File: config.mk
export PLATFORM = sky130hd
export DESIGN_NAME = dds_button_conditioner
export DESIGN_NICKNAME = d
export VERILOG_FILES = /design/src/rtl/dds_button_conditioner.sv
export SDC_FILE = /design/constraint.sdc
export NUM_CORES = 1
export LEC_CHECK = 0
export CORE_MARGIN = 10
export CORE_UTILIZATION = 53
export DETAILED_ROUTE_END_ITERATION = 7
export DONT_BUFFER_PORTS = 1
export PLACE_DENSITY = 0.71
export SLEW_MARGIN = 0
export SYNTH_ARGS = -nofsm -noshare
export SYNTH_HDL_FRONTEND = slang
export SYNTH_SLANG_ARGS = --single-unit
File: constraint.sdc
create_clock -name i_clk -period 6.7 [get_ports i_clk]
set_input_delay 0.67 -clock i_clk [delete_from_list [all_inputs] [get_ports i_clk]]
set_output_delay 0.67 -clock i_clk [all_outputs]
set_load 0.05 [all_outputs]
File: src/rtl/dds_button_conditioner.sv
// dds_button_conditioner: synchronise, debounce and pulse-shape the DDS
// up/down buttons and coarse/fine switch. Each button press yields a one-cycle
// step pulse; holding it auto-repeats. Pressing both at once locks out steps.
module dds_button_conditioner #(
  parameter int unsigned DEBOUNCE_CYCLES = 1250000,
  parameter int unsigned HOLD_CYCLES     = 62500000,
  parameter int unsigned REPEAT_CYCLES   = 12500000,
  parameter bit          IN_ACTIVE_LOW   = 1'b1,
  parameter bit          OUT_ACTIVE_LOW  = 1'b1
) (
  input  logic i_clk,
  input  logic i_rst_n,
  input  logic i_btn_up_raw,
  input  logic i_btn_down_raw,
  input  logic i_sw_mode_raw,
  output logic o_aumentar,
  output logic o_disminuir,
  output logic o_tipo_ajuste,
  output logic o_lockout
);

  localparam int unsigned DBW     = $clog2(DEBOUNCE_CYCLES + 1);
  localparam int unsigned RPT_MAX = (HOLD_CYCLES > REPEAT_CYCLES) ? HOLD_CYCLES : REPEAT_CYCLES;
  localparam int unsigned RCW     = (RPT_MAX > 1) ? $clog2(RPT_MAX) : 1;

  typedef enum logic [1:0] {S_IDLE, S_HOLD, S_REPEAT} state_t;

  // Lane 0 = up, 1 = down, 2 = mode switch. All lanes are active-high
  // "pressed/coarse" after this point; the switch is taken at face value.
  logic [2:0] raw_n;
  assign raw_n = {i_sw_mode_raw,
                  i_btn_down_raw ^ IN_ACTIVE_LOW,
                  i_btn_up_raw   ^ IN_ACTIVE_LOW};

  logic [2:0]     sync1_q, sync2_q;
  logic [2:0]     deb_q, deb_d;
  logic [DBW-1:0] dcnt_q [3];
  logic [DBW-1:0] dcnt_d [3];
  logic           mode_tog;

  state_t         st_q [2];
  state_t         st_d [2];
  logic [RCW-1:0] rc_q [2];
  logic [RCW-1:0] rc_d [2];
  logic [1:0]     pulse_d;
  logic           lock_q, lock_d;
  logic           both_pressed;
  logic           aum_q, dis_q;

  // Two-flop synchroniser; reset loads the released level.
  always_ff @(posedge i_clk) begin
    if (!i_rst_n) begin
      sync1_q <= '0;
      sync2_q <= '0;
    end else begin
      sync1_q <= raw_n;
      sync2_q <= sync1_q;
    end
  end

  // Debounce: count cycles the synced level disagrees; flip after DEBOUNCE_CYCLES.
  always_comb begin
    deb_d    = deb_q;
    mode_tog = 1'b0;
    for (int i = 0; i < 3; i++) begin
      dcnt_d[i] = '0;
      if (sync2_q[i] != deb_q[i]) begin
        if (dcnt_q[i] == DBW'(DEBOUNCE_CYCLES - 1)) begin
          deb_d[i] = ~deb_q[i];
          if (i == 2) mode_tog = 1'b1;
        end else begin
          dcnt_d[i] = dcnt_q[i] + 1'b1;
        end
      end
    end
  end

  // Debounce state registers.
  always_ff @(posedge i_clk) begin
    if (!i_rst_n) begin
      deb_q <= '0;
      for (int i = 0; i < 3; i++) dcnt_q[i] <= '0;
    end else begin
      deb_q <= deb_d;
      for (int i = 0; i < 3; i++) dcnt_q[i] <= dcnt_d[i];
    end
  end

  assign both_pressed = deb_q[0] & deb_q[1];
  // Lockout sets on a simultaneous press and holds until both are released.
  assign lock_d = both_pressed | (lock_q & (deb_q[0] | deb_q[1]));

  // Per-button press/hold/repeat FSM. Lockout and release dominate; a mode
  // toggle restarts the hold window so the new step size starts fresh.
  always_comb begin
    for (int b = 0; b < 2; b++) begin
      st_d[b]    = st_q[b];
      rc_d[b]    = rc_q[b];
      pulse_d[b] = 1'b0;
      if (both_pressed || lock_q || !deb_q[b]) begin
        st_d[b] = S_IDLE;
        rc_d[b] = '0;
      end else begin
        case (st_q[b])
          S_IDLE: begin
            pulse_d[b] = 1'b1;
            st_d[b]    = S_HOLD;
            rc_d[b]    = '0;
          end
          S_HOLD: begin
            if (mode_tog) begin
              rc_d[b] = '0;
            end else if (rc_q[b] == RCW'(HOLD_CYCLES - 1)) begin
              pulse_d[b] = 1'b1;
              st_d[b]    = S_REPEAT;
              rc_d[b]    = '0;
            end else begin
              rc_d[b] = rc_q[b] + 1'b1;
            end
          end
          S_REPEAT: begin
            if (mode_tog) begin
              st_d[b] = S_HOLD;
              rc_d[b] = '0;
            end else if (rc_q[b] == RCW'(REPEAT_CYCLES - 1)) begin
              pulse_d[b] = 1'b1;
              rc_d[b]    = '0;
            end else begin
              rc_d[b] = rc_q[b] + 1'b1;
            end
          end
          default: begin
            st_d[b] = S_IDLE;
            rc_d[b] = '0;
          end
        endcase
      end
    end
  end

  // FSM, lockout and registered output pulses.
  always_ff @(posedge i_clk) begin
    if (!i_rst_n) begin
      for (int b = 0; b < 2; b++) begin
        st_q[b] <= S_IDLE;
        rc_q[b] <= '0;
      end
      lock_q <= 1'b0;
      aum_q  <= OUT_ACTIVE_LOW;
      dis_q  <= OUT_ACTIVE_LOW;
    end else begin
      for (int b = 0; b < 2; b++) begin
        st_q[b] <= st_d[b];
        rc_q[b] <= rc_d[b];
      end
      lock_q <= lock_d;
      aum_q  <= pulse_d[0] ^ OUT_ACTIVE_LOW;
      dis_q  <= pulse_d[1] ^ OUT_ACTIVE_LOW;
    end
  end

  assign o_aumentar    = aum_q;
  assign o_disminuir   = dis_q;
  assign o_tipo_ajuste = deb_q[2];
  assign o_lockout     = lock_q;

endmodule

==> results of run 1 <==
[per-layer routing]
metal  vias to the layer above  part of all wire (%)
met5                         -                     0
met1                      2236                    47
met3                        17                   3.7
li1                       2409                     -
met4                         0                   1.2
met2                        66                    48
[registers in the layout, indices dropped and copies added, names as in the netlist]
signal	count
o_aumentar	1
rc_q	52
deb_q	3
sync2_q	3
sync1_q	3
o_lockout	1
dcnt_q	63
o_disminuir	1
st_q	4
[final timing paths]
kind	start	end	cells past startpoint
max	rc_q[0][39]	rc_q[0][41]	5
min	i_btn_down_raw	sync1_q[1]	1
min reg2reg	sync1_q[1]	sync2_q[1]	1
max reg2reg	rc_q[0][39]	rc_q[0][41]	5
[logic make-up after synthesis]
logic type	count (synthesis)	synth area share [%]
DFF	131	43.1
and+or+nand+nor	373	31.9
buffers and inverters	38	2.63
xor gates and xnor gates	104	15.0
muxes	5	0.844
adders and majority gates	13	2.68
AOI/OAI and AO/OA	33	3.85
[layout make-up]
cell class | instances | area (um2)
fill | 980 | 4510
multi-input combinational | 528 | 3300
sequential | 131 | 2620
clock buffer | 21 | 470
tap | 143 | 179
clock inverter | 11 | 151
inverter | 22 | 82.6
timing repair buffer | 1 | 7.51
[power breakdown]
part / switching [mW] / internal (mW)
clock network: 0.338 / 0.616
registers: 0.00115 / 0.782
logic: 0.00383 / 0.00250
total: 0.343 / 1.40
[cell usage after synthesis, types with 3 or more instances]
cell type	n	area, um2
nor2_1	146	548
dfxtp_1	131	2620
xnor2_1	57	499
xor2_1	47	412
nand2_1	41	154
nand3_1	37	185
nand4_1	33	206
inv_1	22	82.6
and3_1	19	119
nor3_1	15	75.1
and4_1	14	123
ha_1	13	163
clkbuf_1	12	45.0
nor4_1	12	75.1
and2_1	10	62.6
a21oi_1	9	45.0
nor2b_1	7	43.8
nor4b_1	7	61.3
o21ai_0	7	35.0
mux2i_1	4	40.0
nor4bb_1	4	40.0
or3_1	4	25.0
or4_1	4	30.0
a21boi_0	3	22.5
o31a_1	3	26.3
or4b_1	3	30.0
[metrics by stage]
step                power (mW)  hold WS, ps  cells  util, %
CTS                       1.76          302    857     60.2
finish                    1.74          318    857     60.2
global placement         0.806          416    825     54.7
global route              1.80          301    857     60.2
floorplan                0.805          412    697        -
detailed placement       0.806          423    825     54.7
[worst max-delay path, delay by kind of cell (launching register included)]
kind	cells	cell delay, ps
AND/OR/NAND/NOR	3	1120
AO/OA/AOI/OAI	2	1070
flip-flops	1	380
==> flow_summary_export.csv, run 1 <==
group,metric,value,unit
timing,tns,0,ps
finish,area_growth,12.0,%
global_routing,use_met3,5.17,%
timing,max_freq,364,MHz
yosys,syn_nets,715,
detailed_routing,dr.pass1.iters,5,
detailed_routing,viasPerCell,5.52,
die,die_x,127,um
worst_setup_path,slowest_stage,"o2111ai_2",
yosys,synth-edff-count,0,
power,ir_drop,0.216,mV
die,start_util,53.7,%
yosys,synth_warnings,0,
power,power_density,256,nW/um2
yosys,synth.distinct_cells,52,
timing,slew_violations,0,
worst_setup_path,critical_path_arrival,2990,ps
timing,slew_headroom,23.2,%
die,dieArea,16200,um2
timing,hold_viol,0,
global_routing,busiest_layer,"met2",
cts,clkSlewWorstSetupHoldPaths,60,ps
placed_design,place_area,6190,um2
timing,setup_violations,0,
job,cap_violations,0,
run_status,status,"finished, final reports clean",
global_routing,grt_max_degree,27,
timing,rsz0062_at_grt,"false",
global_routing,grt_use_met2,24.0,%
yosys,syn-instance-count,697,
finish,mostFrequentLayoutCells,"nor2_1, dfxtp_1, xnor2_1",
worst_setup_path,cp-end-kind,"register",
cts,clock-root-buffer,"clkbuf_16",
die,coreArea,11300,um2
die,rows,39,
placed_design,hpwl,7.94,mm
cts,cts_tree,"built",
worst_setup_path,worstSetupStartpointType,"register",
yosys,synth_flop_cell,"dfxtp_1",
timing,fin_ws,3950,ps
worst_setup_path,reg2reg_setup_slack,3950,ps
yosys,async_reset_ff_share,0,%
placed_design,io_buffers,0,
cts,post_cts_resized,0,
detailed_routing,drt-initial-drc-count,277,
cts,cts_setup_buffers,0,
finish,fin_nets,719,
global_routing,grt-ovfl-total,0,
global_routing,antenna_found_initial,0,
detailed_routing,postRouteAntennaNets,0,
placed_design,place_congestion,0.870,
worst_setup_path,crit_type,"reg -> reg",
detailed_routing,wl_per_cell,13.5,um
yosys,ys_ff_latch,131,
global_routing,grt_usage,14.8,%
global_routing,grt_use_met1,17.7,%
worst_setup_path,worstPathCellList,"or3b_1 -> or4b_1 -> o21a_1 -> o2111ai_2 -> nor2_1",
yosys,avgSynthCellArea,8.72,um2
power,leakage,2.12,nW
cts,clockBufferDepth,2,
yosys,ys_seq_area_share,43.1,%
finish,drive_above_1_share,6.02,%
detailed_routing,num_vias,4728,
worst_setup_path,slowest_delay,870,ps
yosys,syn_area,6080,um2
cts,numCtsBuffers,17,
timing,period_share,41.0,%
die,die_y,127,um
worst_hold_path,worstHoldPathType,"in -> reg",
detailed_routing,drcViolationCount,0,
finish,insertedDiodeCount,0,
finish,design_area,6810,um2
worst_setup_path,cp.required,6950,ps
global_routing,grt_pass1_wl,20.3,mm
worst_setup_path,path_max_fanout,26,
cts,htreeDepth,4,
timing,tightest_slew,1140,ps
placed_design,place_ws,3970,ps
timing,fin_crit,2750,ps
global_routing,grt_pass1_vias,4570,
cts,ctsHoldBuffers,0,
finish,layout_commonest_cell,"nor2_1",
cts,clock_latency,420,ps
detailed_routing,wl,11.6,mm
die,ios,9,
cts,clock_sinks,131,
timing,clock_skew,7.03,ps
No activity file was read; power rests on OpenSTA's default activity.
==> inputs of run 2 (changes only) <==
Settings changed: PLACE_DENSITY 0.71 to 0.74.
Clock period 6.7 ns to 2.27 ns, I/O delays scaled along.
==> run 2 against run 1 <==
  * Wire length rose by 7.4%
  * Via count grew 4.0%
  * Highest routed layer unchanged
  * Largest power group unchanged
  * Clock skew is 0.62 ps higher
==> flow_summary_export.csv, run 2 (synthesized netlist as in run 1, its figures left out) <==
group,metric,value,unit
global_routing,antenna_found_initial,0,
worst_setup_path,cp-end-kind,"register",
timing,hold_viol,0,
worst_setup_path,timing.rr.end,"rc_q[0][3]",
cts,clock-root-buffer,"clkbuf_16",
power,leakage,2.30,nW
placed_design,place_congestion,0.905,
timing,fin_crit,2230,ps
power,power_density,745,nW/um2
cts,numCtsBuffers,17,
power,power.total,5.31,mW
die,rows,39,
detailed_routing,drcViolationCount,0,
timing,slew_headroom,61.9,%
detailed_routing,num_vias,4919,
timing,clock_skew,7.66,ps
global_routing,grt_usage,16.3,%
power,ir_drop,0.501,mV
worst_setup_path,slowest_delay,550,ps
worst_setup_path,r2r_cells,6,
timing,setup_violations,0,
detailed_routing,wl_per_cell,14.0,um
worst_setup_path,reg2reg_from,"rc_q[0][9]",
finish,insertedDiodeCount,0,
cts,clock_latency,420,ps
finish,top_regs,"dcnt_q x63, rc_q x52, st_q x4",
finish,drive_above_1_share,9.53,%
finish,postLayoutCoreUtil,62.9,%
worst_setup_path,path_max_fanout,26,
global_routing,grt-ovfl-total,0,
global_routing,grt_max_degree,27,
detailed_routing,viasPerCell,5.54,
finish,mostFrequentLayoutCells,"nor2_1, dfxtp_1, xnor2_1",
cts,htreeDepth,4,
die,dieArea,16200,um2
die,die_y,127,um
cts,clockBufferDepth,2,
worst_hold_path,hold_end,"st_q[0][3]",
run_status,status,"finished, final reports clean",
die,ios,9,
placed_design,hpwl,8.26,mm
timing,rsz0062_at_grt,"true",
die,coreArea,11300,um2
worst_setup_path,worstSetupStartpointType,"register",
cts,clkSlewWorstSetupHoldPaths,60,ps
finish,fin_nets,750,
cts,cts_tree,"built",
detailed_routing,wl,12.4,mm
global_routing,grt_pass1_wl,22.2,mm
finish,layout_commonest_cell,"nor2_1",
timing,max_freq,447,MHz
finish,top_register,"dcnt_q",
worst_setup_path,slowest_stage,"or4_4",
cts,clock_sinks,131,
worst_hold_path,whs_path_depth,2,
job,cap_violations,0,
finish,largest_register_ffs,63,
detailed_routing,postRouteAntennaNets,0,
finish,fill_cells,926,
placed_design,io_buffers,0,
timing,tightest_slew,570,ps
die,start_util,53.7,%
timing,period_share,98.4,%
worst_setup_path,cp.required,2580,ps
worst_setup_path,reg2reg_setup_slack,40,ps
die,die_x,127,um
worst_hold_path,worstHoldPathType,"in -> reg",
finish,area_growth,17.2,%
timing,slew_violations,0,
placed_design,place_area,6410,um2
worst_setup_path,crit_type,"reg -> reg",
finish,design_area,7130,um2
worst_setup_path,worstPathCellList,"or4b_1 -> or4_4 -> o31a_1 -> o21ai_4 -> buf_12 -> nor2_1",
detailed_routing,drt-initial-drc-count,321,
cts,cts_setup_buffers,0,
worst_hold_path,hold_start,"i_rst_n",
detailed_routing,dr.pass1.iters,4,
worst_setup_path,critical_path_arrival,2550,ps
global_routing,grt_pass1_vias,4808,
## run 2: cell types whose count changed in the layout (fill, tap and decap cells not counted), sizes merged
| cell | delta |
|---|---|
| clkinv | +1 |
| buf | +25 |
| dlygate4sd3 | +6 |
| clkbuf | -3 |
| bufinv | +2 |
| clkinvlp | +1 |
| inv | -1 |
## run 2: what timing repair did
item,in CTS,in global routing
endpoints found under the hold margin,10,0
gates resized for setup,0,4
hold buffers,6,0
endpoints found under the setup margin,0,27
## run 2: worst max path at each step
stage,start,to
2_1_floorplan,rc_q[0][14],rc_q[0][8]
3_3_place_gp,rc_q[0][9],rc_q[0][15]
3_5_place_dp,rc_q[0][9],rc_q[0][21]
4_1_cts,rc_q[0][9],rc_q[0][3]
5_1_grt,rc_q[0][9],rc_q[0][3]
6_report,rc_q[0][9],rc_q[0][3]
## run 2: final cells by class
class,count,area [um2],share of cell area (%)
Clock buffer,18,429,6.02
Sequential cell,131,2620,36.8
Clock inverter,14,211,2.97
Inverter,22,82.6,1.16
Timing Repair Buffer,32,293,4.11
Multi-Input combinational cell,528,3310,46.4
Tap cell,143,179,2.51
## run 2: report_power, final
part           switching [mW]  internal (mW)  leakage, nW
Sequential            0.00393           2.31         1.06
Combinational          0.0162         0.0165        0.932
Clock                    1.02           1.94        0.310
## run 2: per-stage QoR
stage | std cells | hold slack [ps] | worst slack, ps | setup TNS [ps]
6_report | 888 | 164 | 35.3 | 0
5_1_grt | 888 | 169 | -29.4 | -472
4_1_cts | 888 | 150 | 43.2 | 0
3_5_place_dp | 850 | 301 | 48.8 | 0
3_3_place_gp | 850 | 302 | 84.0 | 0
2_1_floorplan | 697 | 299 | 58.2 | 0
## run 2: layer usage
layer  vias up  global-route usage [%]  wire length [um]
met1      2330                    19.2              5540
met3        19                    4.30               529
met2        92                    27.2              6160
met4         0                    7.50               204
met5         -                       0                 0
li1       2478                       -                 -
## run 2: critical path, delay by kind of cell, from the launching register on
family	cells	cell delay, ps
and+or+nand+nor	3	1120
AOI/OAI and AO/OA	2	500
DFF	1	320
buffers and inverters	1	180
